$ cat config.mk
export PLATFORM = sky130hd
export DESIGN_NAME = thang_nam
export DESIGN_NICKNAME = d
export VERILOG_FILES = /design/src/rtl/clk_date_pkg.sv /design/src/rtl/leap_tracker.sv /design/src/rtl/thang_nam.sv
export SDC_FILE = /design/constraint.sdc
export NUM_CORES = 1
export LEC_CHECK = 0
export CORE_ASPECT_RATIO = 0.5
export CORE_UTILIZATION = 40
export CTS_CLUSTER_DIAMETER = 120
export DETAILED_ROUTE_END_ITERATION = 8
export GPL_TIMING_DRIVEN = 0
export SLEW_MARGIN = 20
export SYNTH_ARGS = -nofsm -noshare
export SYNTH_HDL_FRONTEND = slang
export SYNTH_SLANG_ARGS = --single-unit
$ cat constraint.sdc
create_clock -name sig_1Hz -period 2.62 [get_ports sig_1Hz]
set_clock_uncertainty 0.05 [all_clocks]
set_input_delay 0.262 -clock sig_1Hz [delete_from_list [all_inputs] [get_ports sig_1Hz]]
set_output_delay 0.262 -clock sig_1Hz [all_outputs]
set_load 0.01 [all_outputs]
$ cat src/rtl/clk_date_pkg.sv
`default_nettype none
// ============================================================================
// Module      : clk_date_pkg
// Description : Shared calendar constants and elaboration-time helpers for
//               the digital clock date path (month encoding, year residues,
//               BCD conversion of reload constants).
// Revision    : 1.0 - initial release
// ============================================================================
package clk_date_pkg;

    localparam int MONTH_W = 4;

    localparam logic [MONTH_W-1:0] JAN = 4'd1;
    localparam logic [MONTH_W-1:0] FEB = 4'd2;
    localparam logic [MONTH_W-1:0] MAR = 4'd3;
    localparam logic [MONTH_W-1:0] APR = 4'd4;
    localparam logic [MONTH_W-1:0] MAY = 4'd5;
    localparam logic [MONTH_W-1:0] JUN = 4'd6;
    localparam logic [MONTH_W-1:0] JUL = 4'd7;
    localparam logic [MONTH_W-1:0] AUG = 4'd8;
    localparam logic [MONTH_W-1:0] SEP = 4'd9;
    localparam logic [MONTH_W-1:0] OCT = 4'd10;
    localparam logic [MONTH_W-1:0] NOV = 4'd11;
    localparam logic [MONTH_W-1:0] DEC = 4'd12;

    localparam logic [MONTH_W-1:0] MONTH_FIRST = JAN;
    localparam logic [MONTH_W-1:0] MONTH_LAST  = DEC;

    // Residue of a year against a base; used only to build reset constants.
    function automatic int yr_residue(input int year, input int base);
        return year % base;
    endfunction

    // Four packed BCD digits (thousands..units) of a year.
    function automatic logic [15:0] to_bcd4(input int year);
        return {4'((year / 1000) % 10), 4'((year / 100) % 10),
                4'((year / 10) % 10),   4'(year % 10)};
    endfunction

endpackage : clk_date_pkg
`default_nettype wire

$ cat src/rtl/leap_tracker.sv
`default_nettype none
// ============================================================================
// Module      : leap_tracker
// Description : Tracks year mod 4 / 100 / 400 incrementally so the Gregorian
//               leap flag needs no divider.
//   clk     in  timebase clock (rising edge)
//   reset   in  asynchronous active-high reset, loads YEAR_MIN residues
//   i_step  in  year advances by one this edge
//   i_wrap  in  year reloads YEAR_MIN this edge (qualifies i_step)
//   o_leap  out current year is a leap year
// Revision    : 1.0 - initial release
// ============================================================================
module leap_tracker
    import clk_date_pkg::*;
#(
    parameter int YEAR_MIN = 2000
) (
    input  logic clk,
    input  logic reset,
    input  logic i_step,
    input  logic i_wrap,
    output logic o_leap
);

    localparam logic [1:0] c_r4_init   = 2'(yr_residue(YEAR_MIN, 4));
    localparam logic [6:0] c_r100_init = 7'(yr_residue(YEAR_MIN, 100));
    localparam logic [8:0] c_r400_init = 9'(yr_residue(YEAR_MIN, 400));

    logic [1:0] r_r4;
    logic [6:0] r_r100;
    logic [8:0] r_r400;

    always_ff @(posedge clk or posedge reset) begin
        if (reset) begin
            r_r4   <= c_r4_init;
            r_r100 <= c_r100_init;
            r_r400 <= c_r400_init;
        end else if (i_step) begin
            if (i_wrap) begin
                r_r4   <= c_r4_init;
                r_r100 <= c_r100_init;
                r_r400 <= c_r400_init;
            end else begin
                r_r4   <= (r_r4   == 2'd3)   ? 2'd0 : r_r4   + 2'd1;
                r_r100 <= (r_r100 == 7'd99)  ? 7'd0 : r_r100 + 7'd1;
                r_r400 <= (r_r400 == 9'd399) ? 9'd0 : r_r400 + 9'd1;
            end
        end
    end

    assign o_leap = (r_r400 == 9'd0) | ((r_r4 == 2'd0) & (r_r100 != 7'd0));

endmodule : leap_tracker
`default_nettype wire

$ cat src/rtl/thang_nam.sv
`default_nettype none
// ============================================================================
// Module      : thang_nam
// Description : Calendar month/year stage downstream of the day counter.
//               Counts month 1..12 and year YEAR_MIN..YEAR_MAX on sig_1Hz,
//               advancing on end_month or on the set buttons, and supplies
//               the Gregorian leap flag.
//   sig_1Hz    in  timebase clock
//   reset      in  asynchronous active-high reset
//   end_month  in  day counter finished the last day of the month
//   month_b    in  set button: advance month (no year carry)
//   year_b     in  set button: advance year
//   month_o    out current month 1..12
//   year_o     out current year, binary
//   leap_year  out current year is a leap year
//   end_year   out end_month while in December (combinational)
//   year_bcd_o out BCD year when THANG_NAM_YEAR_BCD_EN is defined, else 0
// Optional    : THANG_NAM_YEAR_BCD_EN builds a BCD mirror of the year.
// Revision    : 1.0 - initial release
// ============================================================================
module thang_nam
    import clk_date_pkg::*;
#(
    parameter int YEAR_MIN = 2000,
    parameter int YEAR_MAX = 2099,
    parameter int YEAR_W   = 12
) (
    input  logic               sig_1Hz,
    input  logic               reset,
    input  logic               end_month,
    input  logic               month_b,
    input  logic               year_b,
    output logic [MONTH_W-1:0] month_o,
    output logic [YEAR_W-1:0]  year_o,
    output logic               leap_year,
    output logic               end_year,
    output logic [15:0]        year_bcd_o
);

    generate
        if (YEAR_MAX <= YEAR_MIN || YEAR_MAX > 4095 || YEAR_MAX >= (1 << YEAR_W)) begin : g_bad_range
            $error("thang_nam: illegal YEAR_MIN/YEAR_MAX/YEAR_W combination");
        end
    endgenerate

    localparam logic [YEAR_W-1:0] c_year_min = YEAR_W'(YEAR_MIN);
    localparam logic [YEAR_W-1:0] c_year_max = YEAR_W'(YEAR_MAX);

    logic [MONTH_W-1:0] r_month;
    logic [YEAR_W-1:0]  r_year;
    logic               w_month_adv;
    logic               w_month_last;
    logic               w_year_step;
    logic               w_year_wrap;

    assign w_month_adv  = month_b | end_month;
    assign w_month_last = (r_month == MONTH_LAST);
    // Only the day counter's rollover carries into the year; month_b never does.
    assign w_year_step  = year_b | (end_month & w_month_last);
    assign w_year_wrap  = w_year_step & (r_year == c_year_max);

    always_ff @(posedge sig_1Hz or posedge reset) begin
        if (reset) begin
            r_month <= MONTH_FIRST;
        end else if (w_month_adv) begin
            // December and any corrupted encoding both restart at January.
            if (r_month >= MONTH_LAST || r_month < MONTH_FIRST) begin
                r_month <= MONTH_FIRST;
            end else begin
                r_month <= r_month + 4'd1;
            end
        end
    end

    always_ff @(posedge sig_1Hz or posedge reset) begin
        if (reset) begin
            r_year <= c_year_min;
        end else if (w_year_step) begin
            r_year <= w_year_wrap ? c_year_min : r_year + 1'b1;
        end
    end

    leap_tracker #(
        .YEAR_MIN (YEAR_MIN)
    ) u_leap (
        .clk    (sig_1Hz),
        .reset  (reset),
        .i_step (w_year_step),
        .i_wrap (w_year_wrap),
        .o_leap (leap_year)
    );

    assign month_o  = r_month;
    assign year_o   = r_year;
    assign end_year = end_month & w_month_last;

`ifdef THANG_NAM_YEAR_BCD_EN
    localparam logic [15:0] c_bcd_min = to_bcd4(YEAR_MIN);

    logic [15:0] r_bcd;
    logic [15:0] w_bcd_inc;

    // Ripple +1 across the four digits, each digit wrapping 9 -> 0.
    always_comb begin
        logic w_carry;
        w_bcd_inc = r_bcd;
        w_carry   = 1'b1;
        for (int i = 0; i < 4; i++) begin
            if (w_carry) begin
                if (r_bcd[i*4 +: 4] == 4'd9) begin
                    w_bcd_inc[i*4 +: 4] = 4'd0;
                end else begin
                    w_bcd_inc[i*4 +: 4] = r_bcd[i*4 +: 4] + 4'd1;
                    w_carry             = 1'b0;
                end
            end
        end
    end

    always_ff @(posedge sig_1Hz or posedge reset) begin
        if (reset) begin
            r_bcd <= c_bcd_min;
        end else if (w_year_step) begin
            r_bcd <= w_year_wrap ? c_bcd_min : w_bcd_inc;
        end
    end

    assign year_bcd_o = r_bcd;
`else
    assign year_bcd_o = 16'h0000;
`endif

endmodule : thang_nam
`default_nettype wire

==> summary.md, run 1 <==
| Metric | Value |
|---|---|
| Status | `finished, final reports clean` |
| Vias in the first global route | `1434` |
| R2R depth | `6` |
| Core Area | `4620 um^2` |
| Die area | `5340 um^2` |
| HP Class | `primary input to async pin` |
| Top cell type's share of synthesized area | `0.335` |
| # IOs | `39` |
| Mapped cell area | `2020 um^2` |
| Total Power | `2.11 mW` |
| Dpl cells | `312` |
| Worst reg2reg endpoint | `u_leap.r_r400[0]$_DFFE_PP0P_` |
| Initial Utilization | `0.437` |
| Post-route ant nets | `0` |
| Initial antenna violation count | `0` |
| Leading area contributor after synthesis | `dfrtp_1` |
| CTS tree | `done` |
| Fin crit period | `2.40 ns` |
| Leakage | `1.08 nW` |
| # port buffers | `22` |
| Reg clk slew, reported paths | `0.08 ns` |
| DRC | `0` |
| Total track usage | `0.170` |
| Register area share after synthesis | `0.426` |
| Synth top area cells | `dfrtp_1, dfstp_2, buf_4` |
| Hold_buf cts | `0` |
| GPL Wtd Cong | `0.790` |
| Syn Area/Cell | `9.64 um^2` |
| Share of layout cells above drive strength 1 | `0.177` |
| CTS Buf Count | `5` |
| Synth warnings | `0` |
| Synth Register Bits | `34` |
| Maximum number of pins on one net before global-route repair | `35` |
| Die height | `52.2 um` |
| Worst R2R Start | `month_o[0]$_DFFE_PP1P_` |
| Required @ worst endpoint | `2.31 ns` |
| Num rows | `17` |
| Diode count | `0` |
| Hold Violations, Final | `0` |
| Setup Viol. Count Final | `0` |
| Critical path, cell by cell | `or3_1, o41ai_1, clkdlybuf4s50_1` |
| H-tree levels | `2` |
| CP Launch Type | `flip-flop` |
| CTS Buffer Depth | `2` |
| Largest stage delay, worst path | `0.60 ns` |
| Setup Fix Bufs, Post-CTS | `0` |
| Drt wl/cell | `12.3 um` |
| HPWL after DPL | `2820 um` |
| Post-Syn Instances | `209` |
| CTS Root Buffer Type | `clkbuf_8` |
| Cell area power density | `854 nW/um^2` |
| Most frequent cells in the layout | `dfrtp_1, nor2_1, nand2_1` |
| Area Growth Syn to Fin | `22.3%` |
| Yosys cell types | `40` |
| Max-slew headroom | `0.534` |
| Sink Count | `34` |
| Die Wd | `102 um` |
| NumNets Final | `268` |
| Initial DRC Count | `38` |
| Slowest cell on crit path | `clkdlybuf4s50_1` |
| Most common cell after layout, fill and taps aside | `dfrtp_1` |
| Final worst path period share | `0.915` |
| Overflow left after global routing | `0` |
| Post-cts repair resize count | `0` |
| Drt pass-1 iters | `4` |
| Worst Max-Slew Pin Slew | `0.698 ns` |
| Crit path DAT | `2.08 ns` |
| First-pass GRT wire length | `6670 um` |
| Setup repair after global routing missed its margin | `no` |
| Non-Filler Instances | `320` |
| Filler cells | `434` |
| Max-cap violation count | `0` |
| Highest Clock Rate | `417 MHz` |
| Fin util | `0.534` |
| Post-DR vias/cell | `4.84` |
| Setup_tns | `0 ns` |
| CP endpoint kind | `output pin` |
| Slew Limit Fails | `0` |
| CP Max Fanout | `4` |
| Synth async-reset ratio | `1.00` |
| R2R Setup Slk | `0.51 ns` |
| Via Count | `1549` |
| Final Routed Wirelength | `3950 um` |
| Main synth FF type | `dfrtp_1` |
| Post-synth EDFFs | `0` |
| Clock Latency Late Sink | `0.29 ns` |
| Worst VDD drop | `0.376 mV` |
| Critical path class | `flip-flop to output pin` |
where the power goes:
group | internal, mW | switching, mW
Clock | 0.212 | 0.200
Sequential | 0.716 | 0.244
Combinational | 0.381 | 0.353
state kept, by name (all words and copies together), names as in the netlist:
signal,cells
u_leap.r_r100,7
u_leap.r_r400,9
year_o,12
month_o,4
u_leap.r_r4,2
cells in the mapped netlist, types with 2 or more instances:
master	n
dfrtp_1	27
nor4b_4	2
nor3_1	6
nand2_1	25
o21ai_0	9
xnor2_1	13
buf_4	17
xor2_1	8
nor2_1	25
buf_2	2
inv_1	9
and4_1	3
ha_1	10
dfstp_2	7
nand3_1	9
a31oi_1	2
nand4_1	12
through the flow:
step,instance area (um^2),hold WS [ns],setup WS (ns)
6_report,2470,0.346,0.223
5_1_grt,2470,0.419,0.156
4_1_cts,2470,0.384,0.217
3_5_place_dp,2370,0.452,0.513
3_3_place_gp,2370,0.448,0.529
2_1_floorplan,2070,0.348,0.744
how the worst max path moves through the flow:
stage                                             from                      endpoint  slack [ns]  cells after the start
after floorplan                 month_o[0]$_DFFE_PP1P_  u_leap.r_r400[0]$_DFFE_PP0P_        0.74                      6
after global placement          month_o[0]$_DFFE_PP1P_  u_leap.r_r400[0]$_DFFE_PP0P_        0.53                      6
after detailed placement                     end_month  u_leap.r_r100[0]$_DFFE_PP0P_        0.51                      6
after CTS                 u_leap.r_r400[4]$_DFFE_PP0P_                     leap_year        0.22                      3
after global routing      u_leap.r_r400[4]$_DFFE_PP0P_                     leap_year        0.16                      3
final                     u_leap.r_r400[4]$_DFFE_PP0P_                     leap_year        0.22                      3
cells by family after synthesis:
logic type,count (synthesis),share of synthesized area
AO/OA/AOI/OAI,22,0.0751
buffers and inverters,29,0.0869
other,1,0.00186
XOR/XNOR,21,0.0912
adder cells (fa/ha/maj),10,0.0621
AND/OR/NAND/NOR,92,0.256
flip-flops,34,0.426
worst max-delay path: cells and delay by family (launching register included):
family	cells	cell delay [ns]
flip-flops	1	0.42
AO/OA/AOI/OAI	1	0.35
buffers and inverters	1	0.60
AND/OR/NAND/NOR	1	0.42
final cells by class:
type,instances,area (um^2),area share
Buffer,20,141,0.0573
Clock buffer,7,86.3,0.0350
Clock inverter,1,5.00,0.00203
Inverter,9,33.8,0.0137
Multi-Input combinational cell,161,1040,0.421
Sequential cell,34,860,0.349
Tap cell,66,82.6,0.0335
Timing Repair Buffer,22,220,0.0893
layer usage:
metal	global-route usage	share of wire	vias up
li1	-	-	774
met1	0.235	0.53	737
met2	0.251	0.41	33
met3	0.0627	0.046	5
met4	0.0429	0.010	0
met5	0	0	-
Note: power is estimated with default switching activity, not from simulation.
==> run 2: changes to the inputs <==
Settings changed: CTS_CLUSTER_DIAMETER 120 to default, GPL_TIMING_DRIVEN 0 to default, PLACE_DENSITY from default to 0.7.
==> run 2 against run 1 <==
Via count down 4.1%. Combinational power down 2%. Clock-buffer cell count down 1. Largest power group unchanged. Register-to-register slack better by 0.05 ns. Cell count down 5.6%. Critical path depth unchanged.
==> summary.md, run 2 (synthesized netlist as in run 1, its figures left out) <==
| Metric | Value |
|---|---|
| Initial Utilization | `0.437 (unchanged)` |
| Total Power | `2.06 mW (-2.3%)` |
| Drt pass-1 iters | `4 (unchanged)` |
| Required @ worst endpoint | `2.31 ns (about the same)` |
| Initial DRC Count | `92 (+140%)` |
| Maximum number of pins on one net before global-route repair | `35 (unchanged)` |
| CTS tree | `done` |
| Overflow left after global routing | `0 (unchanged)` |
| Comb power frac | `0.351 (+0.002)` |
| Die area | `5340 um^2 (unchanged)` |
| HPWL after DPL | `2730 um (-3.0%)` |
| Hold_buf cts | `0 (unchanged)` |
| Final Hold Slack | `0.308 ns (-0.0377 ns)` |
| Area Growth Syn to Fin | `16.0%` |
| Highest Clock Rate | `422 MHz (+1.0%)` |
| Final Routed Wirelength | `3720 um (-5.7%)` |
| DRC | `0 (unchanged)` |
| Diode count | `0 (unchanged)` |
| Setup Fix Bufs, Post-CTS | `0 (unchanged)` |
| Worst Max-Slew Pin Slew | `0.545 ns (-0.153 ns)` |
| Fin crit period | `2.37 ns (-0.0246 ns)` |
| Post-route ant nets | `0 (unchanged)` |
| Vias in the first global route | `1393 (-2.9%)` |
| Slew Limit Fails | `0 (unchanged)` |
| Filler cells | `423 (-2.5%)` |
| Pint | `1.27 mW (-3.1%)` |
| Via Count | `1486 (-4.1%)` |
| Area occupied by multi-input gates | `1040 um^2 (+0.72%)` |
| Most common cell after layout, fill and taps aside | `dfrtp_1` |
| Post-cts repair resize count | `0 (unchanged)` |
| Share of layout cells above drive strength 1 | `0.119 (-0.0585)` |
| CTS Root Buffer Type | `clkbuf_8` |
| Setup Viol. Count Final | `0 (unchanged)` |
| Drt wl/cell | `12.3 um (about the same)` |
| Sink Count | `34 (unchanged)` |
| Clock Latency Late Sink | `0.29 ns (about the same)` |
| # port buffers | `22 (unchanged)` |
| GPL Wtd Cong | `0.818 (+3.5%)` |
| # IOs | `39 (unchanged)` |
| Crit path DAT | `2.06 ns (-0.02 ns)` |
| R2R Setup Slk | `0.56 ns (+0.05 ns)` |
| Max FFs per register | `12 (unchanged)` |
| Hold Violations, Final | `0 (unchanged)` |
| First-pass GRT wire length | `6380 um (-4.2%)` |
| Worst R2R Start | `month_o[0]$_DFFE_PP1P_` |
| CP Max Fanout | `4 (unchanged)` |
| CP Launch Type | `flip-flop` |
| Critical path class | `flip-flop to output pin` |
| Worst reg2reg endpoint | `u_leap.r_r400[0]$_DFFE_PP0P_` |
| Die height | `52.2 um (unchanged)` |
| Final worst path period share | `0.905 (-0.00938)` |
| Core Area | `4620 um^2 (unchanged)` |
| Most frequent cells in the layout | `dfrtp_1, nor2_1, nand2_1` |
| CTS Buffer Depth | `2 (unchanged)` |
| Fin util | `0.507 (-0.0276)` |
| Max-cap violation count | `0 (unchanged)` |
| Sequential Power Share | `0.468 (+0.012)` |
| Dpl cells | `294 (-5.8%)` |
| Max-slew headroom | `0.636 (+0.103)` |
| Cell area power density | `880 nW/um^2 (+3.1%)` |
| CP endpoint kind | `output pin` |
| Sw Ratio | `0.384 (+0.00520)` |
| NumNets Final | `250 (-6.7%)` |
| Total track usage | `0.161 (-0.00889)` |
| HP Class | `primary input to async pin` |
| Post-DR vias/cell | `4.92 (+1.7%)` |
| Switching power | `0.790 mW (-0.93%)` |
| Non-Filler Instances | `302 (-5.6%)` |
| CTS Buf Count | `5 (unchanged)` |
| Register area | `860 um^2 (unchanged)` |
| Worst VDD drop | `0.367 mV (-2.3%)` |
| Setup_tns | `0 ns (unchanged)` |
| Clock power frac | `0.181 (-0.014)` |
| Initial antenna violation count | `0 (unchanged)` |
| Die Wd | `102 um (unchanged)` |
| Num rows | `17 (unchanged)` |
| Status | `finished, final reports clean` |
| Setup repair after global routing missed its margin | `no` |
| R2R depth | `6 (unchanged)` |
| Reg clk slew, reported paths | `0.07 ns (about the same)` |
| H-tree levels | `2 (unchanged)` |
| Leakage | `0.991 nW (-8.6%)` |
-- run 2: cell type report --
cell class / count / area share
Inverter: 9 / 0.0144
Sequential cell: 34 / 0.368
Multi-Input combinational cell: 161 / 0.447
Clock inverter: 2 / 0.00428
Clock buffer: 6 / 0.0310
Timing Repair Buffer: 24 / 0.101
Tap cell: 66 / 0.0353
-- run 2: worst max path at each step --
| stage | slack [ns] | endpoint | start |
|---|---|---|---|
| detailed placement | 0.57 | leap_year | u_leap.r_r400[4]$_DFFE_PP0P_ |
| global route | 0.17 | leap_year | u_leap.r_r400[4]$_DFFE_PP0P_ |
| global placement | 0.61 | leap_year | u_leap.r_r400[4]$_DFFE_PP0P_ |
| floorplan | 0.74 | u_leap.r_r400[0]$_DFFE_PP0P_ | month_o[0]$_DFFE_PP1P_ |
| CTS | 0.24 | leap_year | u_leap.r_r400[4]$_DFFE_PP0P_ |
| finish | 0.25 | leap_year | u_leap.r_r400[4]$_DFFE_PP0P_ |
-- run 2: routing by layer --
| metal | part of all wire | wire (um) | track usage |
|---|---|---|---|
| met1 | 0.50 | 1850 | 0.211 |
| met2 | 0.45 | 1670 | 0.262 |
| met3 | 0.042 | 156 | 0.0440 |
| met4 | 0.012 | 43 | 0.0500 |
| met5 | 0 | 0 | 0 |
-- run 2: worst max-delay path, stage by stage (launching register included) --
cell and delay, ns:
dfrtp_1 0.41, or3_1 0.40, o41ai_1 0.37, clkdlybuf4s50_1 0.61
-- run 2: metrics by stage --
step	setup slack, ns	cell area, um^2
after floorplan	0.744	2070
after global placement	0.611	2260
after detailed placement	0.570	2260
after CTS	0.239	2340
after global routing	0.168	2340
final	0.248	2340
-- run 2: power by group through the flow --
stage	sequential (mW)	clock [mW]	combinational, mW
detailed placement	0.967	0	0.723
floorplan	0.946	0	0.448
CTS	0.960	0.385	0.731
global route	0.993	0.409	0.816
finish	0.963	0.373	0.722
global placement	0.958	0	0.705
